`src/rtl/tq_pkg.sv`:
```
// tq_pkg: shared constants, MF table, state and position-class types for tq_quant4x4.
package tq_pkg;
    localparam int QBITS_BASE = 15;
    localparam int QDIV_MAX = 8;
    // Rounding offsets at the largest qbits; smaller qbits are exact right shifts of these.
    localparam int F_INTRA = (1 << (QBITS_BASE + QDIV_MAX)) / 3;
    localparam int F_INTER = (1 << (QBITS_BASE + QDIV_MAX)) / 6;
    typedef enum logic [1:0] {IDLE, BUSY, DRAIN, DONE} tq_q_state_e;
    typedef enum logic [1:0] {CLS_A, CLS_B, CLS_C} tq_cls_e;
    localparam logic [13:0] MF_TAB [6][3] = '{
        '{14'd13107, 14'd5243, 14'd8066},
        '{14'd11916, 14'd4660, 14'd7490},
        '{14'd10082, 14'd4194, 14'd6554},
        '{14'd9362,  14'd3647, 14'd5825},
        '{14'd8192,  14'd3355, 14'd5243},
        '{14'd7282,  14'd2893, 14'd4559}
    };
    function automatic tq_cls_e pos_class(input logic [3:0] idx);
        return (!idx[2] && !idx[0]) ? CLS_A : (idx[2] && idx[0]) ? CLS_B : CLS_C;
    endfunction
endpackage

```
`src/rtl/tq_quant4x4_if.sv`:
```
// tq_quant4x4_if: block control, coefficient input and level output signals of the quantizer.
interface tq_quant4x4_if #(parameter int COEF_W = 16, parameter int LVL_W = 16);
    logic                     blk_start_i;
    logic [3:0]               qp_div6_i;
    logic [2:0]               qp_mod6_i;
    logic                     intra_i;
    logic                     coef_valid_i;
    logic                     coef_ready_o;
    logic signed [COEF_W-1:0] coef_i;
    logic                     lvl_valid_o;
    logic                     lvl_ready_i;
    logic signed [LVL_W-1:0]  lvl_o;
    logic [3:0]               lvl_idx_o;
    logic                     lvl_last_o;
    logic [4:0]               nnz_o;
    logic                     nnz_valid_o;
    modport master (
        output blk_start_i, qp_div6_i, qp_mod6_i, intra_i, coef_valid_i, coef_i, lvl_ready_i,
        input  coef_ready_o, lvl_valid_o, lvl_o, lvl_idx_o, lvl_last_o, nnz_o, nnz_valid_o
    );
    modport slave (
        input  blk_start_i, qp_div6_i, qp_mod6_i, intra_i, coef_valid_i, coef_i, lvl_ready_i,
        output coef_ready_o, lvl_valid_o, lvl_o, lvl_idx_o, lvl_last_o, nnz_o, nnz_valid_o
    );
endinterface

```
`src/rtl/tq_mf_lut.sv`:
```
// tq_mf_lut: multiplication factor for a QP remainder and coefficient position class.
module tq_mf_lut import tq_pkg::*; (
    input  logic [2:0]  qp_mod6,
    input  tq_cls_e     cls,
    output logic [13:0] mf
);
    always_comb mf = MF_TAB[qp_mod6 > 3'd5 ? 3'd0 : qp_mod6][cls];
endmodule

```
`src/rtl/tq_quant4x4.sv`:
```
// tq_quant4x4: two-stage forward quantizer for one 4x4 block of coefficients in raster order,
// with a per-block nonzero level count.
module tq_quant4x4 import tq_pkg::*; #(
    parameter int COEF_W = 16,
    parameter int LVL_W = 16
) (
    input logic         clk,
    input logic         rst_n,
    tq_quant4x4_if.slave bus
);
    localparam int PW = COEF_W + 14;
    localparam int SW = COEF_W + 15;
    localparam logic [SW-1:0] LMAX = SW'((64'd1 << (LVL_W - 1)) - 64'd1);
    tq_q_state_e state, state_nx;
    logic [3:0] qdiv, cnt, s1_idx;
    logic [2:0] qmod;
    logic intra, advance, start_ok, coef_fire, lvl_fire, s1_valid, s1_neg;
    logic [COEF_W-1:0] mag_in;
    logic [13:0] mf;
    logic [PW-1:0] s1_prod;
    logic [4:0] qbits;
    logic [SW-1:0] f, sum, mag_out;
    logic [LVL_W-1:0] sat, lvl_nx;
    assign advance = !bus.lvl_valid_o || bus.lvl_ready_i;
    assign start_ok = state == IDLE && bus.blk_start_i;
    assign coef_fire = bus.coef_valid_i && bus.coef_ready_o;
    assign lvl_fire = bus.lvl_valid_o && bus.lvl_ready_i;
    assign mag_in = bus.coef_i[COEF_W-1] ? -bus.coef_i : bus.coef_i;
    always_ff @(posedge clk or negedge rst_n)
        if (!rst_n) state <= IDLE;
        else state <= state_nx;
    always_comb begin
        state_nx = state == IDLE  ? (bus.blk_start_i ? BUSY : IDLE) :
                   state == BUSY  ? (coef_fire && cnt == 4'd15 ? DRAIN : BUSY) :
                   state == DRAIN ? (lvl_fire && bus.lvl_last_o ? DONE : DRAIN) : IDLE;
    end
    always_comb begin
        bus.coef_ready_o = advance && state == BUSY;
        bus.nnz_valid_o = state == DONE;
    end
    always_ff @(posedge clk or negedge rst_n) begin
        if (!rst_n) begin
            qdiv <= '0;
            qmod <= '0;
            intra <= 1'b0;
            cnt <= '0;
            bus.nnz_o <= '0;
        end else begin
            if (start_ok) begin
                qdiv <= bus.qp_div6_i > 4'(QDIV_MAX) ? 4'(QDIV_MAX) : bus.qp_div6_i;
                qmod <= bus.qp_mod6_i > 3'd5 ? 3'd0 : bus.qp_mod6_i;
                intra <= bus.intra_i;
                cnt <= '0;
            end else if (coef_fire) cnt <= cnt + 4'd1;
            bus.nnz_o <= start_ok ? 5'd0 : bus.nnz_o + 5'(lvl_fire && bus.lvl_o != '0);
        end
    end
    tq_mf_lut u_mf (.qp_mod6(qmod), .cls(pos_class(cnt)), .mf(mf));
    always_ff @(posedge clk or negedge rst_n) begin
        if (!rst_n) begin
            s1_valid <= 1'b0;
            s1_neg <= 1'b0;
            s1_idx <= '0;
            s1_prod <= '0;
        end else if (advance) begin
            s1_valid <= coef_fire;
            if (coef_fire) begin
                s1_prod <= PW'(mag_in) * PW'(mf);
                s1_neg <= bus.coef_i[COEF_W-1];
                s1_idx <= cnt;
            end
        end
    end
    always_comb begin
        qbits = 5'(QBITS_BASE) + 5'(qdiv);
        f = (intra ? SW'(F_INTRA) : SW'(F_INTER)) >> (4'(QDIV_MAX) - qdiv);
        sum = {1'b0, s1_prod} + f;
        mag_out = sum >> qbits;
        sat = LVL_W'(mag_out > LMAX ? LMAX : mag_out);
        lvl_nx = s1_neg ? -sat : sat;
    end
    always_ff @(posedge clk or negedge rst_n) begin
        if (!rst_n) begin
            bus.lvl_valid_o <= 1'b0;
            bus.lvl_o <= '0;
            bus.lvl_idx_o <= '0;
            bus.lvl_last_o <= 1'b0;
        end else if (advance) begin
            bus.lvl_valid_o <= s1_valid;
            if (s1_valid) begin
                bus.lvl_o <= lvl_nx;
                bus.lvl_idx_o <= s1_idx;
                bus.lvl_last_o <= s1_idx == 4'd15;
            end
        end
    end
endmodule

```
`src/flat_wrapper.sv`:
```
// flat-port wrapper written by rule: the top's interface ports become plain ports
module tq_quant4x4_flat import tq_pkg::*;
#(
    parameter int COEF_W = 16,
    parameter int LVL_W = 16
)
  (clk, rst_n, bus_blk_start_i, bus_qp_div6_i, bus_qp_mod6_i, bus_intra_i, bus_coef_valid_i, bus_coef_i, bus_lvl_ready_i, bus_coef_ready_o, bus_lvl_valid_o, bus_lvl_o, bus_lvl_idx_o, bus_lvl_last_o, bus_nnz_o, bus_nnz_valid_o);
  tq_quant4x4_if #(.COEF_W(COEF_W), .LVL_W(LVL_W)) bus_i ();
  input logic clk;
  input logic rst_n;
  input wire logic [$bits(bus_i.blk_start_i)-1:0] bus_blk_start_i;
  input wire logic [$bits(bus_i.qp_div6_i)-1:0] bus_qp_div6_i;
  input wire logic [$bits(bus_i.qp_mod6_i)-1:0] bus_qp_mod6_i;
  input wire logic [$bits(bus_i.intra_i)-1:0] bus_intra_i;
  input wire logic [$bits(bus_i.coef_valid_i)-1:0] bus_coef_valid_i;
  input wire logic [$bits(bus_i.coef_i)-1:0] bus_coef_i;
  input wire logic [$bits(bus_i.lvl_ready_i)-1:0] bus_lvl_ready_i;
  output wire logic [$bits(bus_i.coef_ready_o)-1:0] bus_coef_ready_o;
  output wire logic [$bits(bus_i.lvl_valid_o)-1:0] bus_lvl_valid_o;
  output wire logic [$bits(bus_i.lvl_o)-1:0] bus_lvl_o;
  output wire logic [$bits(bus_i.lvl_idx_o)-1:0] bus_lvl_idx_o;
  output wire logic [$bits(bus_i.lvl_last_o)-1:0] bus_lvl_last_o;
  output wire logic [$bits(bus_i.nnz_o)-1:0] bus_nnz_o;
  output wire logic [$bits(bus_i.nnz_valid_o)-1:0] bus_nnz_valid_o;
  assign bus_i.blk_start_i = bus_blk_start_i;
  assign bus_i.qp_div6_i = bus_qp_div6_i;
  assign bus_i.qp_mod6_i = bus_qp_mod6_i;
  assign bus_i.intra_i = bus_intra_i;
  assign bus_i.coef_valid_i = bus_coef_valid_i;
  assign bus_i.coef_i = bus_coef_i;
  assign bus_i.lvl_ready_i = bus_lvl_ready_i;
  assign bus_coef_ready_o = bus_i.coef_ready_o;
  assign bus_lvl_valid_o = bus_i.lvl_valid_o;
  assign bus_lvl_o = bus_i.lvl_o;
  assign bus_lvl_idx_o = bus_i.lvl_idx_o;
  assign bus_lvl_last_o = bus_i.lvl_last_o;
  assign bus_nnz_o = bus_i.nnz_o;
  assign bus_nnz_valid_o = bus_i.nnz_valid_o;
  tq_quant4x4 #(.COEF_W(COEF_W), .LVL_W(LVL_W)) u_core (.clk(clk), .rst_n(rst_n), .bus(bus_i));
endmodule
```
`config.mk`:
```
export PLATFORM = sky130hd
export DESIGN_NAME = tq_quant4x4_flat
export DESIGN_NICKNAME = d
export VERILOG_FILES = /design/src/rtl/tq_pkg.sv /design/src/rtl/tq_quant4x4_if.sv /design/src/rtl/tq_mf_lut.sv /design/src/rtl/tq_quant4x4.sv /design/src/flat_wrapper.sv
export SDC_FILE = /design/constraint.sdc
export NUM_CORES = 1
export LEC_CHECK = 0
export ABC_AREA = 0
export CORE_UTILIZATION = 45
export DETAILED_ROUTE_END_ITERATION = 8
export GPL_ROUTABILITY_DRIVEN = 0
export GPL_TIMING_DRIVEN = 0
export HOLD_SLACK_MARGIN = 0.06
export MAX_ROUTING_LAYER = met4
export PLACE_DENSITY = 0.69
export SETUP_SLACK_MARGIN = 0.2
export SYNTH_ARGS = -nofsm -noshare
export SYNTH_HDL_FRONTEND = slang
export SYNTH_HIERARCHICAL = 1
export SYNTH_SLANG_ARGS = --single-unit
```
`constraint.sdc`:
```
create_clock -name clk -period 16.9 [get_ports clk]
set_clock_uncertainty 0.05 [all_clocks]
set_input_delay 3.38 -clock clk [delete_from_list [all_inputs] [get_ports clk]]
set_output_delay 3.38 -clock clk [all_outputs]
set_load 0.05 [all_outputs]
```
-- Yosys cells after proc, flatten, opt, wreduce, memory -nomap -nowiden
Memories as Yosys holds them, arrays and structs flattened.
Cells that the tools add are included.
- multipliers: 1
- reduce and logical (&&, ||, !) cells: 18
- equal/unequal tests: 5
- $lt $le $gt $ge: 6
- multiplexer cells: 23
- shift operators: 2
- bitwise gates (word level): 2
- add/sub/neg operators: 7
- operators with widths (kind ; count):
    42-bit two-way mux ; 2
    16-bit two-way mux ; 3
    16-bit negator ; 2
    30-bit by 31-bit adder with 31-bit output ; 1
    31-bit by 15-bit > comparator with 1-bit output (second input constant) ; 1
    31-bit by 4-bit >> shifter with 31-bit output ; 1
    31-bit by 5-bit >> shifter with 31-bit output ; 1
    16-bit by 14-bit multiplier with 30-bit output ; 1
    14-bit binary-select mux with 2-bit select ; 1
    14-bit two-way mux ; 2
    22-bit two-way mux ; 1
    16-bit nonzero test ; 1
    2-bit two-way mux ; 6
    4-bit two-way mux ; 3
    1-bit logical AND ; 9
    4-bit == test (second input constant) ; 2
    3-bit > comparator (second input constant) ; 2
    3-bit two-way mux ; 2
    4-bit by 4-bit adder with 5-bit output (first input constant) ; 1
    5-bit by 1-bit adder with 5-bit output ; 1
    5-bit two-way mux ; 1
    4-bit by 1-bit adder with 4-bit output (second input constant) ; 1
    2-bit == test (second input constant) ; 2
    4-bit >= comparator (second input constant) ; 1
    12 further kinds ; 16
- output and inout bits: 29
- flip-flop bits (word level): 77
- memories kept: 1
- bits in read-only memories: 336
- logic and storage cells: 79
- memory list (name ; depth ; width ; rd ports ; clocked after memory_dff ; write ports ; RTL line ; source):
    (no name shown) ; 8 ; 42 ; 1 ; 0 ; 0 ; tq_mf_lut.sv:7 ; always_comb mf = MF_TAB[qp_mod6 > 3'd5 ? 3'd0 : qp_mod6][cls];

-- Depth between registers and ports, before layout
- depth in word-level cells: 10
- gate-level depth with buffers: 36
- gate-level depth less buffers: 33

-- By module
Netlist, hierarchy kept.
- by module, submodules not included (module ; instances ; sequential area each (um^2) ; area each (um^2) ; cells an instance):
    tq_quant4x4 ; 1 ; 1926.8 ; 13546.7 ; 1634
    tq_mf_lut ; 1 ; 0.0 ; 579.3 ; 98

-- Least setup slack after synthesis
No wires, ideal clock.
- kind: input port to flip-flop
- start point: input port bus_coef_i[5]
- end point: register u_core.s1_prod[29]
- buffers on the path: 2
- path slack: 6130 ps
- stages: 28
- setup time: 133 ps
- data arrival time: 10586 ps
- cells stage by stage: or4_1 > o21ai_0 > xnor2_1 > clkbuf_1 > nand2_1 > fa_1 > fa_1 > inv_1 > fa_1 > fa_1 > fa_1 > inv_1 > fa_1 > inv_1 > ha_1 > clkbuf_1 > a21o_1 > a21o_1 > a21oi_1 > o21ai_0 > a21oi_1 > nor4b_1 > o31ai_1 > o41ai_1 > o2111ai_1 > a21oi_1 > xnor2_1 > o21ai_0
- longest elaborated chain between the ends: 3
- ends and longest elaborated chain (item ; RTL line ; source):
    start: declaration ; flat_wrapper.sv:16 ; input wire logic [$bits(bus_i.coef_i)-1:0] bus_coef_i;
    16-bit negator ; tq_quant4x4.sv:28 ; assign mag_in = bus.coef_i[COEF_W-1] ? -bus.coef_i : bus.coef_i;
    16-bit two-way mux * ; tq_quant4x4.sv:28 ;
    16-bit by 14-bit multiplier with 30-bit output * ; tq_quant4x4.sv:68 ; s1_prod <= PW'(mag_in) * PW'(mf);
    end signal: assignment ; tq_quant4x4.sv:68 ;
    end: declaration ; tq_quant4x4.sv:20 ; logic [PW-1:0] s1_prod;
Every way passes the cells marked *; elsewhere a longest branch is shown, timed or not.
A chain may end at the register's enable or synchronous reset.

-- Worst setup path in the final report
- start point: input port bus_coef_i[15]
- end point: register u_core.s1_prod[29]
The elaborated chain is that of the path after synthesis.

==> impl_metrics.csv <==
group,metric,value,unit
global_routing,grt_pass1_wl,61.5,mm
run,max-cap-violations,1,
floorplanning,coreArea,30700,sq um
layout,fin_util,50.5,%
global_routing,antenna_found_initial,0,
floorplanning,start_util,45.9,%
place,io_buffers,57,
logic_synthesis,synthDistinctLibCells,87,
logic_synthesis,netlist_top_cells_area,"fa_1 (23%), dfrtp_1 (14%), ha_1 (11%)",
logic_synthesis,netlist.area_leader.share,23.4,%
worst_setup_path,cp_num_buf_inv,7,
drt,post-route-drc-count,14,
clock_network,cts_setup_buffers,0,
place,place_inst,2187,
logic_synthesis,yosysTopAreaCell,"fa_1",
worst_setup_path,max_stage_delay,0.60,ns
layout,nFillCells,2961,
logic_synthesis,syn-num-nets,2052,
clock_network,cts-htree-levels,3,
clock_network,cts_resized,0,
floorplanning,num_rows,64,
clock_network,clockBufferDepth,2,
logic_synthesis,avgSynthCellArea,8.16,sq um
logic_synthesis,synth-edff-count,0,
drt,routed_wl,37.5,mm
worst_setup_path,arrival,12.30,ns
sta,setup_viol,0,
global_routing,grt_pass1_vias,12300,
global_routing,grt_max_degree,49,
floorplanning,die_h,179,um
status,status,"finished with violations",
logic_synthesis,syn_inst,1732,
floorplanning,die_x,179,um
drt,viasPerCell,5.69,
logic_synthesis,synthFlopType,"dfrtp_1",
worst_setup_path,crit_type,"primary input to flip-flop",
sta,tightest_slew,1.49,ns
worst_setup_path,critPathMaxFanout,10,
status,violations,"design-rule violations, max-capacitance violations",
layout,drive_above_1_share,3.60,%
clock_network,cts_sinks,77,
sta,timing.final.crit_share,71.9,%
worst_setup_path,cp_data_required_time,17.05,ns
drt,wl_per_cell,17.0,um
worst_setup_path,end_kind,"flip-flop",
logic_synthesis,synth_seq_area_share,13.6,%
clock_network,cts_root_buf,"clkbuf_16",
clock_network,cts_made_buffers,9,
drt,drt_iter0_markers,1121,
clock_network,postCtsHoldBufs,0,
worst_setup_path,cp-start-kind,"primary input",
logic_synthesis,ys_ff_latch,77,
clock_network,clk_latency,0.34,ns
drt,postRouteAntennaNets,0,
place,dpl.hpwl,31.1,mm
logic_synthesis,synth_warnings,6,
clock_network,tritoncts,"yes",
logic_synthesis,ys_async_sr_fraction,100,%
min_path,min_path_type,"flip-flop to flip-flop",
layout,syn2layout_area_growth,9.83,%
global_routing,grt.total_usage,24.9,%
sta,slew_violations,0,
worst_setup_path,crit_slowest_cell,"clkdlybuf4s50_1",
worst_setup_path,critical_path.top_delay_family,"adder cells",
global_routing,grt_overflow,0,
sta,rsz0062_at_grt,"no",
sta,slew_headroom,0.224,%
sta,period_minus_slack,12.16,ns
sta,max_freq,82.3,MHz
layout,antenna_cells,0,
sta,hold_violations,0,
sta,setup-tns-final,0,ns
floorplanning,io_pins,58,
drt,first_pass_iters,8,
logic_synthesis,syn_area,14100,sq um
clock_network,cts.clk_slew.worst_paths,0.06,ns
drt,vias,12500,
layout,final_nets,2122,
floorplanning,die_area,32100,sq um
worst_setup_path,cpMostUsedCell,"fa_1",
layout,final_cell_count_no_fill,2203,
[layout make-up]
cell class / instances / area, sq um / area share [%]
Buffer: 91 / 417 / 2.69
Clock buffer: 12 / 236 / 1.52
Clock inverter: 4 / 56.3 / 0.363
Inverter: 204 / 766 / 4.94
Multi-Input combinational cell: 1360 / 11000 / 71.0
Sequential cell: 77 / 1930 / 12.4
Tap cell: 396 / 495 / 3.19
Timing Repair Buffer: 59 / 601 / 3.87
[worst reg2reg max path: cells and delay by family, from the launching register on]
| kind | cells | cell delay, ns |
|---|---|---|
| adder cells (fa/ha/maj) | 8 | 3.59 |
| AO/OA/AOI/OAI | 13 | 3.27 |
| buffers and inverters | 8 | 1.63 |
| AND/OR/NAND/NOR | 4 | 0.94 |
| flip-flops | 1 | 0.35 |
| XOR/XNOR | 1 | 0.15 |
[routing by layer]
layer / vias up / share of wire, % / routed length (um) / track usage, %
met4: 0 / 3.3 / 1250 / 8.54
met2: 459 / 48 / 17900 / 41.1
met3: 85 / 5.2 / 1950 / 2.01
li1: 5945 / - / - / -
met5: - / 0 / 0 / -
met1: 6048 / 44 / 16400 / 32.2
[per-stage QoR]
stage / hold WS [ns] / setup slack, ns / instance area [sq um]
2_1_floorplan: 0.383 / 6.13 / 14100
3_3_place_gp: 0.410 / 4.61 / 15200
3_5_place_dp: 0.406 / 4.47 / 15200
4_1_cts: 0.429 / 4.80 / 15500
5_1_grt: 0.455 / 4.22 / 15500
6_report: 0.431 / 4.74 / 15500
[synthesized netlist by cell type, types with 5 or more instances]
master,instances
nand3b_1,7
o41ai_1,5
xor2_1,26
xnor2_1,39
o21a_1,5
a21o_1,16
dfrtp_1,77
fa_1,165
a21oi_1,69
and2_1,128
a311oi_1,5
o2111ai_1,6
nand2_1,280
a31oi_1,14
o211ai_1,7
clkbuf_1,68
nand3_1,30
o21ai_0,88
o31ai_1,13
o21ai_1,7
mux2_2,6
nor2_1,91
ha_1,126
nand2b_1,13
a41oi_1,5
buf_2,13
a22oi_1,6
nor3_1,38
nand4_1,11
o22ai_1,7
or3_1,10
or4_1,5
nor2b_1,9
inv_1,203
mux2i_1,6
a211oi_1,19
or2_2,6
o32ai_1,5
nor4_1,9
[final timing paths]
check | slack (ns) | endpoint | cells after the start | from
hold / removal | 0.43 | u_core/qmod[1] | 2 | u_core/qmod[1]
max in group asynchronous | 13.29 | u_core/qmod[2] | 2 | rst_n
setup reg to reg | 6.78 | u_core/s1_prod[29] | 34 | u_core/qmod[1]
setup / recovery | 4.74 | u_core/s1_prod[29] | 29 | bus_coef_i[15]
hold reg to reg | 0.43 | u_core/qmod[1] | 2 | u_core/qmod[1]
min in group asynchronous | 2.92 | u_core/qdiv[1] | 1 | rst_n
[cells in the final DEF (no fill, tap or decap), drive strengths merged, types with 7 or more instances in the layout]
cell type / instances
o21ai: 97
o31ai: 13
nor4: 9
a31oi: 14
ha: 126
or3: 11
o22ai: 7
and2: 128
nor2: 91
buf: 25
dfrtp: 77
o211ai: 8
nand2b: 13
nand3: 31
nand3b: 7
nand4: 12
clkbuf: 81
inv: 204
nor3: 38
xor2: 26
o41ai: 7
a21o: 17
nor2b: 9
clkdlybuf4s50: 56
nand2: 280
xnor2: 39
a211oi: 20
a21oi: 69
fa: 165
[state kept, by name (all words and copies together) (netlist names)]
register and cells:
u_core/bus.nnz_o 5, u_core/state 2, u_core/bus.lvl_idx_o 4, u_core/bus.lvl_last_o 1, u_core/cnt 4, u_core/qdiv 4
u_core/bus.lvl_o 16, u_core/s1_prod 30, u_core/qmod 3, u_core/bus.lvl_valid_o 1, u_core/s1_valid 1, u_core/s1_neg 1
u_core/s1_idx 4, u_core/intra 1
[cell families after synthesis]
logic type      Yosys count  share of synthesized area (%)
simple gates            654                           22.1
compound gates          335                           16.0
buf+inv                 295                           8.37
fa+ha+maj               292                           34.6
flops                    77                           13.6
xor+xnor                 65                           4.03
mux                      14                           1.22
Power is left out: the tool's default activity adds up to more than one toggle a clock period on the data nets, which glitch-free logic cannot reach.
